==> src/rtl/fetch_queue_if.sv <==
// Handshake and memory bus bundle between the fetch front end, its
// instruction memory, the redirect source and the decode stage.
interface fetch_queue_if #(
    parameter int PC_W    = 5,
    parameter int INSTR_W = 32
);
    logic               should_jump;
    logic [PC_W-1:0]    jump_pc;
    logic               imem_rd_en;
    logic [PC_W-1:0]    imem_addr;
    logic [INSTR_W-1:0] imem_data;
    logic               dec_valid;
    logic               dec_ready;
    logic [INSTR_W-1:0] dec_instr;
    logic [PC_W-1:0]    dec_pc;

    // The fetch unit itself.
    modport slave (
        input  should_jump, jump_pc, imem_data, dec_ready,
        output imem_rd_en, imem_addr, dec_valid, dec_instr, dec_pc
    );

    // The environment around the fetch unit (memory, decode, redirect).
    modport master (
        output should_jump, jump_pc, imem_data, dec_ready,
        input  imem_rd_en, imem_addr, dec_valid, dec_instr, dec_pc
    );
endinterface

==> src/rtl/fetch_queue.sv <==
// Instruction-fetch front end: owns the PC, issues reads to a synchronous
// instruction memory, buffers returned words in a small prefetch FIFO and
// hands {pc, instr} to decode. A redirect flushes everything in flight.
module fetch_queue #(
    parameter int DEPTH   = 4,
    parameter int PC_W    = 5,
    parameter int INSTR_W = 32
) (
    input  logic          CLOCK_50,
    input  logic          reset,
    fetch_queue_if.slave  bus
);
    localparam int AW = (DEPTH > 1) ? $clog2(DEPTH) : 1;
    localparam int CW = $clog2(DEPTH + 1);

    typedef logic [AW-1:0] ptr_t;

    logic [PC_W-1:0]    fetch_pc_q,   fetch_pc_d;
    logic               pending_q,    pending_d;
    logic [PC_W-1:0]    pending_pc_q, pending_pc_d;
    ptr_t               wr_ptr_q,     wr_ptr_d;
    ptr_t               rd_ptr_q,     rd_ptr_d;
    logic [CW-1:0]      count_q,      count_d;

    logic [PC_W-1:0]    pc_mem_q    [DEPTH];
    logic [INSTR_W-1:0] instr_mem_q [DEPTH];

    logic [CW:0]        inflight_s;
    logic               issue_s;
    logic               push_s;
    logic               pop_s;

    // Credit check: never have more words stored or in flight than FIFO slots,
    // so a returning word always finds room.
    always_comb begin
        inflight_s = {1'b0, count_q} + {{CW{1'b0}}, pending_q};
        issue_s    = !reset && !bus.should_jump && (inflight_s < (CW+1)'(DEPTH));
        push_s     = pending_q && !bus.should_jump;
        pop_s      = (count_q != {CW{1'b0}}) && bus.dec_ready && !bus.should_jump;
    end

    // Next-state for PC, in-flight tracking and FIFO bookkeeping; a redirect
    // overrides everything and restarts fetch at the target.
    always_comb begin
        fetch_pc_d   = fetch_pc_q;
        pending_d    = pending_q;
        pending_pc_d = pending_pc_q;
        wr_ptr_d     = wr_ptr_q;
        rd_ptr_d     = rd_ptr_q;
        count_d      = count_q;
        if (bus.should_jump) begin
            fetch_pc_d = bus.jump_pc;
            pending_d  = 1'b0;
            wr_ptr_d   = {AW{1'b0}};
            rd_ptr_d   = {AW{1'b0}};
            count_d    = {CW{1'b0}};
        end else begin
            pending_d = issue_s;
            if (issue_s) begin
                pending_pc_d = fetch_pc_q;
                fetch_pc_d   = fetch_pc_q + {{(PC_W-1){1'b0}}, 1'b1};
            end else begin
                pending_pc_d = pending_pc_q;
            end
            if (push_s) begin
                wr_ptr_d = wr_ptr_q + ptr_t'(1);
            end else begin
                wr_ptr_d = wr_ptr_q;
            end
            if (pop_s) begin
                rd_ptr_d = rd_ptr_q + ptr_t'(1);
            end else begin
                rd_ptr_d = rd_ptr_q;
            end
            case ({push_s, pop_s})
                2'b10:   count_d = count_q + {{(CW-1){1'b0}}, 1'b1};
                2'b01:   count_d = count_q - {{(CW-1){1'b0}}, 1'b1};
                default: count_d = count_q;
            endcase
        end
    end

    // Control state registers.
    always_ff @(posedge CLOCK_50 or posedge reset) begin
        if (reset) begin
            fetch_pc_q   <= {PC_W{1'b0}};
            pending_q    <= 1'b0;
            pending_pc_q <= {PC_W{1'b0}};
            wr_ptr_q     <= {AW{1'b0}};
            rd_ptr_q     <= {AW{1'b0}};
            count_q      <= {CW{1'b0}};
        end else begin
            fetch_pc_q   <= fetch_pc_d;
            pending_q    <= pending_d;
            pending_pc_q <= pending_pc_d;
            wr_ptr_q     <= wr_ptr_d;
            rd_ptr_q     <= rd_ptr_d;
            count_q      <= count_d;
        end
    end

    // FIFO storage; cleared on reset so the head reads as zero afterwards.
    always_ff @(posedge CLOCK_50 or posedge reset) begin
        if (reset) begin
            for (int i = 0; i < DEPTH; i++) begin
                pc_mem_q[i]    <= {PC_W{1'b0}};
                instr_mem_q[i] <= {INSTR_W{1'b0}};
            end
        end else if (push_s) begin
            pc_mem_q[wr_ptr_q]    <= pending_pc_q;
            instr_mem_q[wr_ptr_q] <= bus.imem_data;
        end else begin
            pc_mem_q[wr_ptr_q]    <= pc_mem_q[wr_ptr_q];
            instr_mem_q[wr_ptr_q] <= instr_mem_q[wr_ptr_q];
        end
    end

    // Outputs are the registered head entry and registered PC; only the read
    // strobe depends on the live redirect/reset inputs.
    always_comb begin
        bus.imem_rd_en = issue_s;
        bus.imem_addr  = fetch_pc_q;
        bus.dec_valid  = (count_q != {CW{1'b0}});
        bus.dec_instr  = instr_mem_q[rd_ptr_q];
        bus.dec_pc     = pc_mem_q[rd_ptr_q];
    end
endmodule

==> src/flat_wrapper.sv <==
// flat-port wrapper written by rule: the top's interface ports become plain ports
module fetch_queue_flat 
#(
    parameter int DEPTH   = 4,
    parameter int PC_W    = 5,
    parameter int INSTR_W = 32
)
  (CLOCK_50, reset, bus_should_jump, bus_jump_pc, bus_imem_data, bus_dec_ready, bus_imem_rd_en, bus_imem_addr, bus_dec_valid, bus_dec_instr, bus_dec_pc);
  fetch_queue_if #(.PC_W(PC_W), .INSTR_W(INSTR_W)) bus_i ();
  input  logic CLOCK_50;
  input  logic reset;
  input wire logic [$bits(bus_i.should_jump)-1:0] bus_should_jump;
  input wire logic [$bits(bus_i.jump_pc)-1:0] bus_jump_pc;
  input wire logic [$bits(bus_i.imem_data)-1:0] bus_imem_data;
  input wire logic [$bits(bus_i.dec_ready)-1:0] bus_dec_ready;
  output wire logic [$bits(bus_i.imem_rd_en)-1:0] bus_imem_rd_en;
  output wire logic [$bits(bus_i.imem_addr)-1:0] bus_imem_addr;
  output wire logic [$bits(bus_i.dec_valid)-1:0] bus_dec_valid;
  output wire logic [$bits(bus_i.dec_instr)-1:0] bus_dec_instr;
  output wire logic [$bits(bus_i.dec_pc)-1:0] bus_dec_pc;
  assign bus_i.should_jump = bus_should_jump;
  assign bus_i.jump_pc = bus_jump_pc;
  assign bus_i.imem_data = bus_imem_data;
  assign bus_i.dec_ready = bus_dec_ready;
  assign bus_imem_rd_en = bus_i.imem_rd_en;
  assign bus_imem_addr = bus_i.imem_addr;
  assign bus_dec_valid = bus_i.dec_valid;
  assign bus_dec_instr = bus_i.dec_instr;
  assign bus_dec_pc = bus_i.dec_pc;
  fetch_queue #(.DEPTH(DEPTH), .PC_W(PC_W), .INSTR_W(INSTR_W)) u_core (.CLOCK_50(CLOCK_50), .reset(reset), .bus(bus_i));
endmodule
==> config.mk <==
export PLATFORM = sky130hd
export DESIGN_NAME = fetch_queue_flat
export DESIGN_NICKNAME = d
export VERILOG_FILES = /design/src/rtl/fetch_queue_if.sv /design/src/rtl/fetch_queue.sv /design/src/flat_wrapper.sv
export SDC_FILE = /design/constraint.sdc
export NUM_CORES = 1
export LEC_CHECK = 0
export ABC_AREA = 1
export CAP_MARGIN = 20
export CORE_MARGIN = 2
export CORE_UTILIZATION = 45
export CTS_BUF_LIST = sky130_fd_sc_hd__clkbuf_4 sky130_fd_sc_hd__clkbuf_8
export DETAILED_ROUTE_END_ITERATION = 8
export REMOVE_ABC_BUFFERS = 1
export SYNTH_ARGS = -nofsm -noshare
export SYNTH_HDL_FRONTEND = slang
export SYNTH_SLANG_ARGS = --single-unit
export TNS_END_PERCENT = 10
==> constraint.sdc <==
create_clock -name CLOCK_50 -period 8.48 [get_ports CLOCK_50]
set_input_delay 1.272 -clock CLOCK_50 [delete_from_list [all_inputs] [get_ports CLOCK_50]]
set_output_delay 1.272 -clock CLOCK_50 [all_outputs]
set_load 0.02 [all_outputs]
=== Word-level counts from Yosys, hierarchy flattened ===
Index checks and enable logic that the tools add are counted.

* Bits in latches: 0
* Memories kept: 0
* ROM bits: 0
* Word-level logic and storage cells: 74
* Memory bits (writable): 0
* Input port bits: 41
* Output and inout bits: 44
* Register bits: 166

* Multipliers: 0
* Divide/modulo/power cells: 0
* Add/subtract/negate cells: 6
* Equality and inequality tests: 2
* $lt $le $gt $ge: 4
* Reduce and logical (&&, ||, !) cells: 14
* Shifts and indexed selects: 0
* Bitwise gates (word level): 3
* Muxes and demuxes: 31

{| class="wikitable"
|+ Operator list
! kind !! number
|-
| bitwise mux 128 bit || 2
|-
| two-way mux 32 bit || 5
|-
| binary-select mux 32 bit (select 2 bit) || 2
|-
| two-way mux 128 bit || 1
|-
| demux 32 bit (select 2 bit) || 1
|-
| bitwise mux 20 bit || 2
|-
| two-way mux 5 bit || 7
|-
| binary-select mux 5 bit (select 2 bit) || 2
|-
| two-way mux 20 bit || 1
|-
| demux 5 bit (select 2 bit) || 1
|-
| two-way mux 2 bit || 4
|-
| >= comparator 3 bit, second input constant || 2
|-
| logical AND 1 bit || 6
|-
| inverter 2 -> 3 bit || 2
|-
| one-hot mux 3 bit (2 select lines) || 1
|-
| nonzero test 2 bit || 3
|-
| nonzero test 3 bit || 2
|-
| adder 5 x 1 -> 5 bit, second input constant || 1
|-
| adder 2 x 1 -> 2 bit, second input constant || 2
|-
| adder 3 x 1 -> 4 bit || 1
|-
| < comparator 4 x 3 -> 1 bit, second input constant || 1
|-
| adder 3 x 1 -> 3 bit, second input constant || 1
|-
| < comparator 3 x 1 -> 1 bit, second input constant || 1
|-
| two-way mux 3 bit || 1
|-
| 7 further kinds || 8
|}

=== Depth between registers and ports, before layout ===
Gate-level depths: netlist (run 1).

* Word-level depth: 7
* Gate-level depth with buffers: 11
* Depth with buffers taken out: 11

=== Worst setup path before layout (run 1) ===
OpenSTA, ideal clock, no wires.

* Path type: input to output
* From: in reset
* To: out bus_imem_rd_en
* Stages: 3
* Required time: 7.208 ns
* Slack: 1.202 ns
* Arrival: 6.006 ns
* Buffers on the path: 0
* Path through: inv_1 > nand3_1 > inv_1

* Longest elaborated chain between the ends: 3

{| class="wikitable"
|+ RTL lines
! item !! line !! RTL
|-
| from (decl) || flat_wrapper.sv:11 || <nowiki>input logic reset;</nowiki>
|-
| zero test 1 bit || fetch_queue.sv:37 || <nowiki>issue_s = !reset && !bus.should_jump && (inflight_s < (CW+1)'(DEPTH));</nowiki>
|-
| logical AND 1 bit (2 in series) || fetch_queue.sv:37 ||
|-
| to (decl) || flat_wrapper.sv:16 || <nowiki>output wire logic [$bits(bus_i.imem_rd_en)-1:0] bus_imem_rd_en;</nowiki>
|}

No other way between the ends.

=== Final worst setup path (run 1) ===
Ends and elaborated chain as after synthesis.

==> impl_metrics.tcl, run 1 <==
set metrics [dict create \
    clk_latency_ns 0.46 \
    critPathKind "in2out" \
    synth_top_area_share_pct 40.12 \
    antenna_found_initial 0 \
    grt_pass1_wl_mm 49.49 \
    wl_per_cell_um 16.13 \
    yosysUniqueCellTypes 28 \
    grt_pass1_vias 9292 \
    drive_gt1_share_pct 9.183 \
    fin_ws_ns 3.945 \
    leakage_nw 6.577 \
    dp_slack_ns 3.903 \
    grt_use_total_pct 25.92 \
    period_share_pct 53.48 \
    slew_headroom_pct 33.21 \
    gp_congestion 0.7852 \
    n_fill_cell 2287 \
    fin_util_pct 51.56 \
    arrival_ns 3.26 \
    rsz0062_at_grt "false" \
    cts_root_buf "clkbuf_8" \
    syn-cell-area_um2 10350 \
    area_delta_synth_final_pct 12.74 \
    final-max-slew-violation-count 0 \
    worstPathMaxFanout 53 \
    globalRouteOverflowTotal 0 \
    fin_crit_ns 4.535 \
    worst_pin_slew_ns 1.000 \
    vias 9519 \
    cts_resized 0 \
    synth-seq-cells 166 \
    start_util_pct 45.73 \
    drc 0 \
    portBuffers 84 \
    htree_levels 4 \
    synth.area.top_cells "dfrtp_1, nand2_1, inv_1, o21ai_0, nor2_1" \
    rows 55 \
    coreArea_um2 22640 \
    routed_via_density 5.107 \
    area.sequential_um2 4156 \
    fin_nets 1613 \
    dpl.hpwl_mm 15.53 \
    fin_skew_ns 0.01618 \
    fin_setup_tns_ns 0 \
    ir_drop_mv 0.1035 \
    cap_violations 0 \
    ant_nets 0 \
    n_antenna_cell 0 \
    num_io_pins 85 \
    endpoint_kind "output pin" \
    synth.largest_area_cell "dfrtp_1" \
    status "completed" \
    dr.pass1.iters 5 \
    grt_max_degree 75 \
    yosysWarningCount 0 \
    setup_viol 0 \
    crit_required_ns 7.21 \
    hold_ws_ns 0.4859 \
    drtIter0Drc 863 \
    min_path_type "reg2reg" \
    hold_violations 0 \
    die-height_um 155.7 \
    finalPower_mw 3.016 \
    synth_area_per_cell_um2 6.758 \
    clk_path_buf_depth 2 \
    cts_made_buffers 17 \
    cts_setup_buffers 0 \
    cts_tree "built" \
    synthCells 1532 \
    fmax_mhz 220.5 \
    clock_sinks 166 \
    die_x_um 155.7 \
    holdBufCountCts 0 \
    dieArea_um2 24240 \
    wirelength_mm 30.06 \
    multi_input_area_um2 5119 \
    yosysSeqAreaShare_pct 40.12 \
    power_density_nw_per_um2 258.4 \
    critPathLaunchType "primary input" \
    cts.clk_slew.worst_paths_ns 0.08 \
]
area by class of cell:
cell class	instances	share of cell area (%)
clock buffers	24	2.616
inverters	177	5.756
flip-flops and latches	166	35.61
repair buffers	98	8.275
clock inverters	8	0.8361
well taps	285	3.055
multi-input cells	1106	43.85
synth_stat cells:
cell,count
a21oi_1,10
buf_2,30
buf_4,1
buf_6,9
clkbuf_1,40
clkbuf_2,3
dfrtp_1,166
fa_1,1
ha_1,5
inv_1,167
inv_2,9
inv_4,1
nand2_1,633
nand3_1,19
nand3_2,30
nor2_1,137
nor2_4,1
nor3_1,2
o211ai_1,43
o21ai_0,117
o21ai_1,1
o21bai_1,1
o22ai_1,31
or2_1,20
or2_2,21
or2_4,30
xnor2_1,1
xor2_1,3
cells in the final DEF (no fill, tap or decap), drive strengths merged, types with 2 or more instances in the layout:
master | netlist | final
nand2 | 633 | 633
inv | 177 | 177
dfrtp | 166 | 166
nor2 | 138 | 138
o21ai | 118 | 118
clkdlybuf4s50 | 0 | 84
or2 | 71 | 71
nand3 | 49 | 49
o211ai | 43 | 43
o22ai | 31 | 31
clkbuf | 43 | 24
buf | 40 | 14
a21oi | 10 | 10
ha | 5 | 5
xor2 | 3 | 3
clkinv | 0 | 3
clkinvlp | 0 | 3
nor3 | 2 | 2
bufinv | 0 | 2
metal layers:
metal	global-route usage, %	vias up	wire [um]
met3	3.417	37	1567
met4	6.160	0	368
li1	-	4773	-
met2	43.40	263	13920
met5	0	-	0
met1	35.85	4446	14210
logic make-up (layout without fill, tap and decap cells):
logic type	after synthesis	count (layout)	share of synthesized area (%)
AND/OR/NAND/NOR	893	893	36.95
buffers and inverters	260	307	10.54
XOR/XNOR	4	4	0.3384
AO/OA/AOI/OAI	203	203	11.25
adder cells (fa/ha/maj)	6	6	0.7976
flip-flops	166	166	40.12
flip-flops by register name (all words and copies together) (netlist names):
signal / cells
u_core.pending_q: 1
u_core.bus.imem_addr: 5
u_core.instr_mem_q: 128
u_core.wr_ptr_q: 2
u_core.count_q: 3
u_core.pending_pc_q: 5
u_core.pc_mem_q: 20
u_core.rd_ptr_q: 2
metrics by stage:
step,cell area [um2],cells
2_1_floorplan,9930,1449
3_5_place_dp,11240,1831
5_1_grt,11670,1864
3_3_place_gp,11240,1831
6_report,11670,1864
4_1_cts,11640,1863
worst max-delay path, cell delays in order:
cell,delay [ns]
clkdlybuf4s50_1,0.46
inv_6,0.41
nand3_1,0.36
inv_1,0.12
clkdlybuf4s50_1,0.61
report_power, final:
group	internal [mW]	switching, mW
combinational	0.462	0.640
clock	0.297	0.298
sequential	1.10	0.225
total	1.85	1.16
path summary, 6_finish.rpt:
path / start / end / slack, ns / cells after the start
worst max-delay path: reset / bus_imem_rd_en / 3.95 / 5
worst min-delay path: u_core.instr_mem_q[63] / u_core.instr_mem_q[63] / 0.49 / 2
worst max register to register: u_core.wr_ptr_q[0] / u_core.instr_mem_q[100] / 5.59 / 8
worst min register to register: u_core.instr_mem_q[63] / u_core.instr_mem_q[63] / 0.49 / 2
max in group asynchronous: reset / u_core.instr_mem_q[36] / 5.33 / 4
min in group asynchronous: reset / u_core.instr_mem_q[52] / 1.23 / 2
(Power assumes the default switching activity.)
==> run 2: changes to the inputs <==
==> constraint.sdc (replaced) <==
create_clock -name CLOCK_50 -period 4.4 [get_ports CLOCK_50]
set_input_delay 0.66 -clock CLOCK_50 [delete_from_list [all_inputs] [get_ports CLOCK_50]]
set_output_delay 0.66 -clock CLOCK_50 [all_outputs]
set_load 0.02 [all_outputs]
==> run 2 against run 1 <==
Compared with the run above:
- sequential share of layout area down 0.19 points
- final cell count is 0.21% higher
- clock-buffer cell count decreased by 4
- clock power increased by 90%
- global-route usage fell by 0.73 points
- sequential power is 94% higher
- cell area up 0.54%
- worst setup slack worse by 3.0 ns
- critical path type is now reg2out
- critical endpoint is now bus_dec_instr[19]
- largest cell class unchanged
==> impl_metrics.tcl, run 2 (synthesized netlist as in run 1, its figures left out) <==
set metrics [dict create \
    status "completed" \
    critPathLaunchType "flop" \
    n_antenna_cell 0 \
    drive_gt1_share_pct 9.413 \
    path_cells "inv_2, buf_12, o21ai_0, o22ai_1, clkdlybuf4s50_1" \
    grt_use_total_pct 25.20 \
    period_share_pct 78.80 \
    cts_made_buffers 17 \
    coreArea_um2 22640 \
    dr.pass1.iters 5 \
    ant_nets 0 \
    dp_slack_ns 1.119 \
    antenna_found_initial 0 \
    fin_util_pct 51.83 \
    portBuffers 84 \
    final-max-slew-violation-count 0 \
    rsz0062_at_grt "false" \
    drc 0 \
    htree_levels 4 \
    clk_path_buf_depth 2 \
    leakage_nw 6.607 \
    fin_skew_ns 0.01642 \
    gp_congestion 0.7993 \
    worst_pin_slew_ns 1.015 \
    vias 9618 \
    globalRouteOverflowTotal 0 \
    holdBufCountCts 0 \
    crit_required_ns 3.74 \
    drtIter0Drc 736 \
    grt_pass1_wl_mm 48.12 \
    routed_via_density 5.149 \
    grt_pass1_vias 9200 \
    grt_max_degree 125 \
    cts_root_buf "clkbuf_8" \
    path_buf_inv 3 \
    top_regs "u_core.instr_mem_q: 128 flops, u_core.pc_mem_q: 20 flops" \
    hold_ws_ns 0.4921 \
    arrival_ns 2.81 \
    clock_sinks 166 \
    fin_ws_ns 0.9328 \
    fin_setup_tns_ns 0 \
    clk_latency_ns 0.48 \
    cap_violations 0 \
    fmax_mhz 288.4 \
    wirelength_mm 29.54 \
    dpl.hpwl_mm 16.36 \
    area_delta_synth_final_pct 13.34 \
    largest_reg_flops 128 \
    mostFrequentLayoutCell "nand2_1" \
    wl_per_cell_um 15.81 \
    fin_nets 1617 \
    start_util_pct 45.73 \
    fin_crit_ns 3.467 \
    num_io_pins 85 \
    die_x_um 155.7 \
    cts_resized 0 \
    slew_headroom_pct 32.24 \
    cts_setup_buffers 0 \
    dieArea_um2 24240 \
    hold_violations 0 \
    dpl_cell_area_um2 11340 \
    rows 55 \
    stdcell_count 1868 \
    place_inst 1836 \
    setup_viol 0 \
    ir_drop_mv 0.1757 \
    endpoint_kind "output pin" \
    mostFrequentLayoutCells "nand2_1, inv_1, dfrtp_1" \
    critPathKind "reg2out" \
    die-height_um 155.7 \
    crit_family "buffers and inverters" \
    min_path_type "reg2reg" \
    finalPower_mw 5.803 \
    slowest_stage "clkdlybuf4s50_1" \
    power_density_nw_per_um2 494.5 \
    n_fill_cell 2279 \
    worstPathMaxFanout 42 \
    cts.clk_slew.worst_paths_ns 0.10 \
    slowest_delay_ns 0.67 \
    final_area_um2 11740 \
    cts_tree "built" \
    largest_register "u_core.instr_mem_q" \
]
==> run 2: changes by cell type in the layout (fill, tap and decap cells not counted), moves of 2 or more <==
cell,delta
buf_12,+5
clkinv_2,-2
clkinv_4,+8
clkinvlp_4,-2
clkbuf_4,-3
==> run 2: worst min-delay path, delay by kind of cell, from the launching register on <==
kind / cells / cell delay, ns
and+or+nand+nor: 1 / 0.05
AOI/OAI and AO/OA: 1 / 0.06
DFF: 1 / 0.35
==> run 2: worst paths after layout <==
check / to / slack, ns / cells after the start / from
worst min-delay path: u_core.pending_pc_q[4] / 0.49 / 2 / u_core.pending_pc_q[4]
worst max register to register: u_core.pc_mem_q[18] / 1.66 / 6 / u_core.wr_ptr_q[0]
min in group asynchronous: u_core.instr_mem_q[116] / 0.57 / 2 / reset
max in group asynchronous: u_core.instr_mem_q[25] / 2.78 / 3 / reset
worst max-delay path: bus_dec_instr[19] / 0.93 / 5 / u_core.rd_ptr_q[0]
worst min register to register: u_core.pending_pc_q[4] / 0.49 / 2 / u_core.pending_pc_q[4]
==> run 2: area by class of cell <==
type	instances	area [um2]	area share [%]
Clock inverter	12	123.9	1.056
Inverter	177	671.9	5.726
Tap cell	285	356.6	3.039
Timing Repair Buffer	102	1039	8.850
Clock buffer	20	269.0	2.292
Sequential cell	166	4156	35.42
Multi-Input combinational cell	1106	5119	43.62
==> run 2: power by group <==
part,switching (mW),total [mW],internal (mW),leakage (nW)
sequential,0.446,2.56,2.11,1.97
combinational,1.22,2.12,0.902,4.44
clock,0.632,1.13,0.493,0.198
total,2.30,5.80,3.51,6.61
==> run 2: routing by layer <==
layer  up-vias  part of all wire (%)  track usage [%]
li1       4792                     -                -
met1      4503                    46            33.82
met2       282                    46            41.45
met3        41                   5.6            4.806
met4         0                   1.7            7.689
met5         -                     0                0
==> run 3: changes to the inputs <==
--- a/config.mk
+++ b/config.mk
@@ -11,6 +11,7 @@
 export CORE_UTILIZATION = 45
 export CTS_BUF_LIST = sky130_fd_sc_hd__clkbuf_4 sky130_fd_sc_hd__clkbuf_8
 export DETAILED_ROUTE_END_ITERATION = 8
+export PLACE_DENSITY = 0.67
 export REMOVE_ABC_BUFFERS = 1
 export SYNTH_ARGS = -nofsm -noshare
 export SYNTH_HDL_FRONTEND = slang
==> constraint.sdc (replaced) <==
create_clock -name CLOCK_50 -period 2.93 [get_ports CLOCK_50]
set_input_delay 0.4395 -clock CLOCK_50 [delete_from_list [all_inputs] [get_ports CLOCK_50]]
set_output_delay 0.4395 -clock CLOCK_50 [all_outputs]
set_load 0.02 [all_outputs]
==> run 3 against run 2 <==
Compared with the run above:
- utilization is 0.67 points higher
- sequential share of layout area is 0.45 points lower
- final cell count increased by 0.48%
- register-to-register slack lost 0.73 ns
- worst setup slack lost 0.85 ns
==> impl_metrics.tcl, run 3 (synthesized netlist as in run 1, its figures left out) <==
set metrics [dict create \
    status "completed" \
    start_util_pct 45.73 \
    area_delta_synth_final_pct 14.80 \
    ir_drop_mv 0.3174 \
    drive_gt1_share_pct 9.736 \
    htree_levels 4 \
    clk_path_buf_depth 2 \
    switchingPower_mw 3.413 \
    hold_violations 0 \
    cts_made_buffers 17 \
    dpl.hpwl_mm 16.73 \
    portBuffers 84 \
    leakage_nw 6.718 \
    stdcell_count 1877 \
    die_x_um 155.7 \
    num_io_pins 85 \
    critPathKind "reg2out" \
    setup_viol 0 \
    gp_congestion 0.8358 \
    drtIter0Drc 834 \
    ant_nets 0 \
    fin_nets 1628 \
    dieArea_um2 24240 \
    fmax_mhz 351.8 \
    comb_power_share_pct 36.5 \
    cts_tree "built" \
    largest_register "u_core.instr_mem_q" \
    largest_reg_flops 128 \
    power_density_nw_per_um2 744.6 \
    critPathLaunchType "flop" \
    coreArea_um2 22640 \
    mostFrequentLayoutCell "nand2_1" \
    pwr-share-seq_pct 43.6 \
    top_regs "u_core.instr_mem_q: 128 flops, u_core.pc_mem_q: 20 flops" \
    drc 0 \
    cap_violations 0 \
    p_int_mw 5.438 \
    dr.pass1.iters 5 \
    mostFrequentLayoutCells "nand2_1, inv_1, dfrtp_1" \
    cts_setup_buffers 0 \
    antenna_found_initial 0 \
    hold_ws_ns 0.4841 \
    p_clk_share_pct 19.9 \
    r2r_slack_ns 0.93 \
    grt_use_total_pct 24.85 \
    dpl_cell_area_um2 11460 \
    fin_crit_ns 2.842 \
    wl_per_cell_um 15.58 \
    worstPathMaxFanout 23 \
    swShare_pct 38.56 \
    fin_setup_tns_ns 0 \
    die-height_um 155.7 \
    fin_util_pct 52.50 \
    rsz0062_at_grt "true" \
    clock_sinks 166 \
    fin_skew_ns 0.01469 \
    arrival_ns 2.40 \
    wirelength_mm 29.25 \
    globalRouteOverflowTotal 0 \
    rows 55 \
    min_path_type "reg2reg" \
    fin_ws_ns 0.08764 \
    cts_root_buf "clkbuf_8" \
    grt_max_degree 167 \
    final-max-slew-violation-count 0 \
    n_antenna_cell 0 \
    endpoint_kind "output pin" \
    final_area_um2 11890 \
    grt_pass1_vias 9128 \
    dp_slack_ns 0.4407 \
    period_share_pct 97.01 \
    cts.clk_slew.worst_paths_ns 0.09 \
    grt_pass1_wl_mm 47.60 \
    finalPower_mw 8.850 \
    crit_required_ns 2.49 \
    routed_via_density 5.163 \
    worst_pin_slew_ns 0.9887 \
    clk_latency_ns 0.47 \
    slew_headroom_pct 33.99 \
    vias 9691 \
    place_inst 1847 \
]
## run 3: metal layers
metal / up-vias / GRT usage [%] / wire (um)
met4: 0 / 6.859 / 352
met3: 25 / 4.500 / 2079
met2: 343 / 40.90 / 13740
li1: 4806 / - / -
met1: 4517 / 33.77 / 13070
met5: - / 0 / 0
## run 3: area by class of cell
cell class	instances	area (um2)
Clock inverter	9	127.6
Fill cell	2163	10750
Clock buffer	21	276.5
Sequential cell	166	4156
Timing Repair Buffer	113	1182
Inverter	177	678.2
Tap cell	285	356.6
Multi-Input combinational cell	1106	5109
## run 3: power groups by stage
stage	clock, mW	combinational, mW	sequential (mW)
detailed placement	0	3.24	3.86
global placement	0	3.17	3.87
floorplan	0	2.13	3.71
CTS	1.79	3.25	3.83
global route	1.89	3.63	3.96
finish	1.76	3.23	3.85
## run 3: worst paths after layout
path                                     from                     end  cells past startpoint
max                        u_core.rd_ptr_q[1]           bus_dec_pc[1]                      6
min                        u_core.pc_mem_q[8]      u_core.pc_mem_q[8]                      2
max reg2reg                u_core.wr_ptr_q[1]  u_core.instr_mem_q[99]                      5
min reg2reg                u_core.pc_mem_q[8]      u_core.pc_mem_q[8]                      2
max in group asynchronous               reset      u_core.rd_ptr_q[0]                      3
min in group asynchronous               reset       u_core.count_q[1]                      3
## run 3: worst max-delay path, cell delays in order, from the launching register on
cell and delay (ns):
dfrtp_1 0.41, clkinvlp_4 0.26, buf_12 0.25, a21oi_1 0.11
o21ai_0 0.09, o21ai_0 0.13, clkdlybuf4s50_1 0.67
## run 3: timing repair
action,in CTS,in global routing
hold buffers,0,0
endpoints found under the setup margin,2,17
resized for setup,1,7
